### src/rtl/la_capture.sv
// ---------------------------------------------------------------------------
// la_capture
//   Capture and trigger engine for the 8-channel logic analyser. It is also
//   the write side of the 1024x8 sample RAM that la_wave_display reads.
//
//   After an accepted arm, samples of din are written to the RAM on each
//   sample_en strobe. The engine first collects pre_num pre-trigger samples.
//   It then writes circularly while it waits for the trigger, and finally
//   fills the remaining 1024-pre_num post-trigger slots. The trigger sample
//   counts as the first post-trigger sample. At completion the engine pulses
//   done, drops trigger_en (which unblanks the display) and holds start_addr
//   at the RAM address of the trigger sample.
//
// Ports
//   pclk        in   clock shared with display and RAM
//   rst_n       in   synchronous active-low reset
//   din[7:0]    in   channel inputs, already synchronous to pclk
//   sample_en   in   sample strobe, one sample per high cycle
//   arm         in   start-capture pulse, accepted in IDLE or DONE only
//   abort       in   cancel an ongoing capture, no done
//   trig_mode   in   0 level, 1 rising, 2 falling, 3 immediate
//   trig_mask   in   channel enable mask for the trigger
//   trig_val    in   level pattern (mode 0 only)
//   pre_num     in   pre-trigger sample count, 0..1023
//   wr_data     out  RAM write data
//   wr_en       out  RAM write enable
//   wr_addr     out  RAM write address
//   start_addr  out  RAM address of the trigger sample
//   trigger_en  out  high from arm until completion or abort
//   done        out  one-cycle pulse, coincident with the final write
//
// State | meaning
//   ST_IDLE | no capture; waiting for arm
//   ST_PRE  | collecting the pre-trigger history; trigger not evaluated
//   ST_WAIT | circular writes; trigger evaluated on every written sample
//   ST_POST | filling the post-trigger depth after the hit
//   ST_DONE | buffer complete, contents and start_addr held until re-arm
// ---------------------------------------------------------------------------
module la_capture (
  input  logic       pclk,
  input  logic       rst_n,
  input  logic [7:0] din,
  input  logic       sample_en,
  input  logic       arm,
  input  logic       abort,
  input  logic [1:0] trig_mode,
  input  logic [7:0] trig_mask,
  input  logic [7:0] trig_val,
  input  logic [9:0] pre_num,
  output logic [7:0] wr_data,
  output logic       wr_en,
  output logic [9:0] wr_addr,
  output logic [9:0] start_addr,
  output logic       trigger_en,
  output logic       done
);

  typedef enum logic [2:0] {
    ST_IDLE = 3'd0,
    ST_PRE  = 3'd1,
    ST_WAIT = 3'd2,
    ST_POST = 3'd3,
    ST_DONE = 3'd4
  } state_t;

  state_t state;
  state_t state_nxt;

  // Configuration captured on an accepted arm
  logic [1:0]  mode_q;
  logic [7:0]  mask_q;
  logic [7:0]  val_q;
  logic [9:0]  pre_q;

  // Capture datapath
  logic [9:0]  ptr;
  logic [9:0]  pre_cnt;
  logic [10:0] post_cnt;
  logic [7:0]  prev_smp;
  logic        prev_valid;

  // Decoded control
  logic        capturing;
  logic        abort_now;
  logic        arm_ok;
  logic        smp;
  logic        trig_hit;
  logic        hit_now;
  logic        pre_last;
  logic        post_last;
  logic        fin;

  // -------------------------------------------------------------------------
  // Trigger evaluation on the sample about to be written (s = din, p = last
  // accepted sample). The edge modes need a valid previous sample, so they
  // cannot fire on the first sample after arm.
  // -------------------------------------------------------------------------
  always_comb begin
    trig_hit = 1'b0;
    unique case (mode_q)
      2'd0:    trig_hit = ((din & mask_q) == (val_q & mask_q));
      2'd1:    trig_hit = prev_valid && (|(mask_q & din & ~prev_smp));
      2'd2:    trig_hit = prev_valid && (|(mask_q & ~din & prev_smp));
      default: trig_hit = 1'b1;
    endcase
  end

  // pre_cnt never exceeds 1022 while in PRE, so the 10-bit add cannot wrap.
  assign pre_last  = ((pre_cnt + 10'd1) == pre_q);
  // Post depth is 1024-pre_num, which needs 11 bits when pre_num is 0.
  assign post_last = ((post_cnt + 11'd1) == (11'd1024 - {1'b0, pre_q}));

  // -------------------------------------------------------------------------
  // Next-state and control decode.
  // Priority: abort > arm > sample_en. Arm is only honoured outside a
  // capture. Because of that, a strobe that coincides with an accepted arm
  // is dropped automatically: no sample is ever taken in IDLE or DONE.
  // -------------------------------------------------------------------------
  always_comb begin
    state_nxt = state;
    capturing = (state == ST_PRE) || (state == ST_WAIT) || (state == ST_POST);
    abort_now = abort && capturing;
    arm_ok    = 1'b0;
    smp       = 1'b0;
    hit_now   = 1'b0;
    fin       = 1'b0;

    if (abort) begin
      if (capturing) begin
        state_nxt = ST_IDLE;
      end
    end else begin
      unique case (state)
        ST_IDLE, ST_DONE: begin
          if (arm) begin
            arm_ok    = 1'b1;
            state_nxt = (pre_num == 10'd0) ? ST_WAIT : ST_PRE;
          end
        end
        ST_PRE: begin
          smp = sample_en;
          if (sample_en && pre_last) begin
            state_nxt = ST_WAIT;
          end
        end
        ST_WAIT: begin
          smp = sample_en;
          if (sample_en && trig_hit) begin
            hit_now = 1'b1;
            // With 1023 pre samples the trigger write is the whole post depth.
            if (pre_q == 10'd1023) begin
              state_nxt = ST_DONE;
              fin       = 1'b1;
            end else begin
              state_nxt = ST_POST;
            end
          end
        end
        ST_POST: begin
          smp = sample_en;
          if (sample_en && post_last) begin
            state_nxt = ST_DONE;
            fin       = 1'b1;
          end
        end
        default: state_nxt = ST_IDLE;
      endcase
    end
  end

  always_ff @(posedge pclk) begin
    if (!rst_n) begin
      state <= ST_IDLE;
    end else begin
      state <= state_nxt;
    end
  end

  // -------------------------------------------------------------------------
  // Datapath and registered outputs
  // -------------------------------------------------------------------------
  always_ff @(posedge pclk) begin
    if (!rst_n) begin
      mode_q     <= 2'd0;
      mask_q     <= 8'h00;
      val_q      <= 8'h00;
      pre_q      <= 10'd0;
      ptr        <= 10'd0;
      pre_cnt    <= 10'd0;
      post_cnt   <= 11'd0;
      prev_smp   <= 8'h00;
      prev_valid <= 1'b0;
      wr_data    <= 8'h00;
      wr_en      <= 1'b0;
      wr_addr    <= 10'd0;
      start_addr <= 10'd0;
      trigger_en <= 1'b0;
      done       <= 1'b0;
    end else begin
      wr_en <= smp;
      done  <= fin;

      if (smp) begin
        wr_data    <= din;
        wr_addr    <= ptr;
        ptr        <= ptr + 10'd1;
        prev_smp   <= din;
        prev_valid <= 1'b1;
      end

      if (smp && (state == ST_PRE)) begin
        pre_cnt <= pre_cnt + 10'd1;
      end

      if (smp && (state == ST_POST)) begin
        post_cnt <= post_cnt + 11'd1;
      end

      // The trigger sample is post sample number one.
      if (hit_now) begin
        start_addr <= ptr;
        post_cnt   <= 11'd1;
      end

      if (arm_ok) begin
        mode_q     <= trig_mode;
        mask_q     <= trig_mask;
        val_q      <= trig_val;
        pre_q      <= pre_num;
        ptr        <= 10'd0;
        pre_cnt    <= 10'd0;
        post_cnt   <= 11'd0;
        prev_valid <= 1'b0;
        trigger_en <= 1'b1;
      end

      if (abort_now || fin) begin
        trigger_en <= 1'b0;
      end
    end
  end

endmodule
### config.mk
export PLATFORM = sky130hd
export DESIGN_NAME = la_capture
export DESIGN_NICKNAME = d
export VERILOG_FILES = /design/src/rtl/la_capture.sv
export SDC_FILE = /design/constraint.sdc
export NUM_CORES = 1
export LEC_CHECK = 0
export ABC_AREA = 1
export BUFFER_PORTS_ARGS = -buffer_cell sky130_fd_sc_hd__buf_4
export CORE_MARGIN = 2
export CORE_UTILIZATION = 62
export CTS_BUF_LIST = sky130_fd_sc_hd__clkbuf_16
export DETAILED_ROUTE_END_ITERATION = 7
export PLACE_DENSITY = 0.95
export SLEW_MARGIN = 10
export SYNTH_ARGS = -nofsm -noshare
export SYNTH_HDL_FRONTEND = slang
export SYNTH_SLANG_ARGS = --single-unit
### constraint.sdc
create_clock -name pclk -period 5.3 [get_ports pclk]
set_input_delay 0.53 -clock pclk [delete_from_list [all_inputs] [get_ports pclk]]
set_output_delay 0.53 -clock pclk [all_outputs]
set_load 0.02 [all_outputs]
==> After elaboration in Yosys (flattened, before gate mapping) <==
Cells that the tools add are included.
W data, S select, Z words.
{ "word_totals": {"regBits": 94, "elab_cells": 91} }
{ "op_classes": {"n_addsub": 4, "eq_ne": 15, "mux": 25, "bitwise": 8, "n_reduce_logical": 23} }
{ "op_table": {"columns": ["operator", "count"], "rows": [
  ["$and A8 B8 Y8", 5],
  ["$mux W3", 7],
  ["$add A10 B1 Y10 const B", 2],
  ["$not A8 Y8", 2],
  ["$reduce_or A8 Y1", 2],
  ["$mux W1", 14],
  ["$pmux W3 S4", 1],
  ["$add A11 B1 Y11 const B", 1],
  ["$eq A11 B11 Y1", 1],
  ["$sub A11 B10 Y11 const A", 1],
  ["$eq A10 B10 Y1", 1],
  ["$eq A10 B10 Y1 const B", 1],
  ["$logic_not A10 Y1", 1],
  ["$ne A3 B2 Y1 const B", 3],
  ["$eq A8 B8 Y1", 1],
  ["$logic_and A1 B1 Y1", 8],
  ["$eq A3 B2 Y1 const B", 2],
  ["$reduce_or A2 Y1", 3],
  ["$reduce_or A3 Y1", 2],
  ["$reduce_and A5 Y1", 1],
  ["$eq A3 B1 Y1 const B", 1],
  ["$eq A3 B3 Y1 const B", 1],
  ["$logic_not A3 Y1", 1],
  ["$logic_or A1 B1 Y1", 3],
  ["10 further kinds", 10]
]} }

==> Longest topological paths before layout <==
{ "logic_depth": {"ltp_word": 12, "depth_mapped": 17, "mapped_depth_nobuf": 17} }

==> Least setup slack after synthesis <==
Ideal clock, no wire load.
{ "synth_timing": {"path_type": "reg-to-reg", "from": "register pre_q[0]", "to": "register state[1]", "setup_time_ns": 0.113, "arrival_time_ns": 1.670, "required_ns": 5.187, "setup_slack_ns": 3.517, "path_stages_with_launch": 17, "n_path_buf": 0, "synth_period_minus_slack_ns": 1.783, "cell_sequence": "dfxtp_1 > inv_1 > ha_1 > inv_1 > nand2_1 > nand2_1 > inv_1 > nand2_1 > nand3_1 > nor2_1 > nand3_1 > nor2_1 > nand3_1 > nand2_1 > nand3_2 > nor2_1 > nor2_1"} }
{ "synth_via": {"elab_chain_cells": 5, "word_cells_on_any_way": 13, "classes_between": "add/sub (1); eq/ne (5); mux (4); reduce/logical (3)"} }
{ "synth_rtl": {"columns": ["item", "line_no", "rtl"], "rows": [
  ["start, declared", "73", "logic [9:0] pre_q;"],
  ["start signal, assigned", "229", "pre_q <= pre_num;"],
  ["$sub A11 B10 Y11 or $eq A10 B10 Y1 (tied branches)", "111, 151", null],
  ["$eq A11 B11 Y1 or $mux W3 (tied branches)", "111, 151", null],
  ["$logic_and A1 B1 Y1 or $mux W3 (tied branches)", "161, 148", null],
  ["$ne A3 B2 Y1 (no source line) or $pmux W3 S4 (tied branches)", null, null],
  ["$reduce_and A5 Y1 (no source line) or $mux W3 (tied branches)", null, null],
  ["end signal, assigned", "175", "state <= state_nxt;"],
  ["end, declared", "66", "state_t state;"]
]} }
Several ways; a longest one is shown, not always the timed one. The select of a mux whose other input is x is not followed.
A chain may end at the register's enable or synchronous reset.

==> Worst setup path after layout <==
{ "layout_timing": {"from": "input port rst_n", "to": "register post_cnt[7]"} }
{ "layout_via": {"elab_chain_cells": 2} }
{ "layout_rtl": {"columns": ["item", "line_no", "rtl"], "rows": [
  ["start, declared", "41", "input logic rst_n,"],
  ["$not A1 Y1 (no source line)", null, null],
  ["$reduce_or A3 Y1 (no source line)", null, null],
  ["end signal, assigned", "216", "post_cnt <= post_cnt + 11'd1;"],
  ["end, declared", "78", "logic [10:0] post_cnt;"]
]} }
Every way passes these cells.

==> run_results.csv <==
group,metric,value,unit
run_status,status,"finished clean",
clocking,cts_setup_buffers,0,
final_layout,antenna_cells,0,
pwr,p_int,1380,uW
sta,min_period,2640,ps
clocking,cts.sinks,94,
logic_synthesis,avgSynthCellArea,6.44,um^2
floorplan,io_pins,72,
pwr,combinationalPowerShare,29.5,%
clocking,cts_tree,"done",
logic_synthesis,synth_top_cell_by_area,"dfxtp_1",
sta,slew_headroom,34.5,%
grt,grt.total_usage,30.8,%
grt,antenna_found_initial,0,
final_layout,regArea,1880,um^2
logic_synthesis,yosysMostFrequentCell,"nand2_1",
sta,timing.setup.tns,0,ps
logic_synthesis,yosys.area_share.simple,33.2,%
route,drtIter0Drc,329,
clocking,cts_root_buf,"clkbuf_16",
pwr,clkPwrFrac,30.4,%
setup_path,worstPathRequired,5560,ps
grt,grt-ovfl-total,0,
grt,grt_max_degree,48,
flow_run,maxCapViolations,0,
logic_synthesis,yosys_warnings,0,
setup_path,path_cells,"buf_4, clkinv_1, nor2_1, nand2_1, a21oi_1",
placed_design,dp_hpwl,9570,um
logic_synthesis,synth_commonest_cells,"175 x nand2_1, 117 x nor2_1, 94 x dfxtp_1, 91 x inv_1, 75 x nand3_1",
setup_path,crit_slowest_cell,"nor2_1",
worst_hold_path,worstHoldPathType,"in2reg",
logic_synthesis,synth-async-reset-ratio,0,%
route,drtPass1Iterations,5,
pwr,switching_power,790,uW
floorplan,core_area,7770,um^2
logic_synthesis,postSynthCellCount,773,
pwr,p_sw_share,36.4,%
pwr,pwr-share-seq,40.1,%
pwr,p_leak,0.00258,uW
floorplan,die_x,93.6,um
logic_synthesis,synth_seq_cells,94,
final_layout,area_growth,17.4,%
floorplan,fp.dieArea,8760,um^2
placed_design,gp_congestion,0.965,
grt,grt_pass1_wl,21800,um
logic_synthesis,postSynthNetCount,822,
final_layout,multiInputGateArea,2630,um^2
clocking,post_cts_resized,0,
pwr,peakVddDrop,0.000223,V
clocking,cts_buffer_depth,2,
sta,rsz0062_at_grt,"no",
final_layout,nets,883,
setup_path,crit_type,"in2reg",
route,via_per_inst,5.52,
clocking,cts_inserted_buffers,9,
sta,max_freq,0.378,GHz
floorplan,initial_core_util,64.1,%
floorplan,die_h,93.6,um
placed_design,dp_slack,2370,ps
setup_path,startpoint_type,"input port",
clocking,cts_hold_buf,0,
sta,worst_slew_pin_slew,979,ps
logic_synthesis,synth_ff_type,"dfxtp_1",
sta,setup_viol,0,
final_layout,fillCellCount,573,
setup_path,critPathArrivalTime,2910,ps
setup_path,slowest_delay,900,ps
floorplan,row_count,32,
logic_synthesis,syn_area,4980,um^2
logic_synthesis,synth_xor_area_share,1.94,%
logic_synthesis,synthAdderAreaFrac,2.01,%
logic_synthesis,synth-edff-count,0,
final_layout,drive_above_1_share,12.0,%
route,ant_nets,0,
sta,finalCritPeriodShare,49.9,%
route,wl_per_cell,14.0,um
pwr,p_per_area,371,nW/um^2
clocking,htree_num_levels,3,
sta,drv_slew,0,
route,drc,0,
logic_synthesis,synthTopCellsByArea,"dfxtp_1 38%, nand2_1 13%, nor2_1 8.8%",
sta,finalClockSkew,10.8,ps
logic_synthesis,yosysTopAreaCellShare,37.8,%
route,via_count,5193,
grt,grt_pass1_vias,4853,
sta,hold_viol_final,0,
logic_synthesis,synth.distinct_cells,34,
clocking,clkTransAtPathRegs,70,ps
logic_synthesis,synth-compound-area-share,15.5,%
setup_path,cp-end-kind,"register",
setup_path,cp_max_fo,47,
logic_synthesis,seq_area_frac_synth,37.8,%
clocking,clk_latency,340,ps
route,finalWirelength,13200,um
placed_design,portBuffers,71,
logic_synthesis,synthMuxAreaShare,0,%
logic_synthesis,synth_top_family_by_area,"simple AND/OR/NAND/NOR gates",
sta,finalWorstSetupSlack,2660,ps
-- metal layers --
metal,vias up,wire length [um],global-route usage (%)
li1,2624,-,-
met2,213,6340,51.9
met3,23,894,4.43
met1,2333,5580,39.9
met5,-,0,0
met4,0,341,12.3
-- power by group through the flow --
stage / logic, uW / registers (uW) / clock network (uW)
2_1_floorplan: 435 / 883 / 0
3_3_place_gp: 600 / 877 / 0
3_5_place_dp: 622 / 881 / 0
4_1_cts: 630 / 866 / 659
5_1_grt: 719 / 880 / 688
6_report: 640 / 870 / 659
-- layout make-up --
type,instances,share of cell area [%]
multi-input cells,562,44.9
clock inverters,7,1.33
repair buffers,74,9.51
well taps,102,2.18
inverters,93,5.98
flip-flops and latches,94,32.2
clock buffers,9,3.86
-- cell families (layout without fill, tap and decap cells) --
group	count (synthesis)	after routing
flops	94	94
buf+inv	117	183
simple gates	395	395
xor+xnor	11	11
fa+ha+maj	8	8
compound gates	148	148
-- critical path, delay by kind of cell --
family	cells	cell delay (ps)
simple gates	2	1330
buf+inv	2	810
compound gates	1	240
-- metrics by stage --
stage / hold slack, ps / total power (uW) / std cells / instance area (um^2) / util [%]
CTS: 434 / 2150 / 941 / 5840 / 75.2
detailed placement: 459 / 1500 / 925 / 5540 / 71.3
finish: 434 / 2170 / 941 / 5840 / 75.2
global placement: 459 / 1480 / 925 / 5540 / 71.3
global route: 449 / 2290 / 941 / 5840 / 75.2
floorplan: 440 / 1320 / 773 / 4980 / -
-- state kept, by name, summed over array words and instances, names as in the netlist, 2 cells and up --
signal / cells
val_q: 8
prev_smp: 8
start_addr: 10
mode_q: 2
post_cnt: 11
ptr: 10
pre_cnt: 10
pre_q: 10
mask_q: 8
wr_addr: 10
state: 3
-- path summary, 6_finish.rpt --
path | startpoint | to | slack (ps) | depth (start not counted)
max | rst_n | post_cnt[7] | 2660 | 5
min | trig_mask[4] | mask_q[4] | 430 | 3
max reg2reg | state[1] | pre_cnt[5] | 2820 | 9
min reg2reg | wr_addr[1] | wr_addr[1] | 470 | 2
-- cells in the final DEF (no fill, tap or decap), types with 2 or more instances in the layout --
master / n
xor2_1: 9
nor2_2: 4
o21bai_1: 3
o21ai_0: 63
ha_1: 8
nor4_1: 2
dfxtp_1: 94
o21ai_1: 2
inv_6: 4
nor3_1: 4
nand2_1: 175
nand3b_1: 4
nand4_1: 8
xnor2_1: 2
nor2_1: 117
nor3b_1: 2
o211ai_1: 3
clkbuf_16: 9
inv_1: 91
nand3_1: 75
a21oi_1: 73
buf_4: 74
Note: power is estimated with default switching activity, not from simulation.
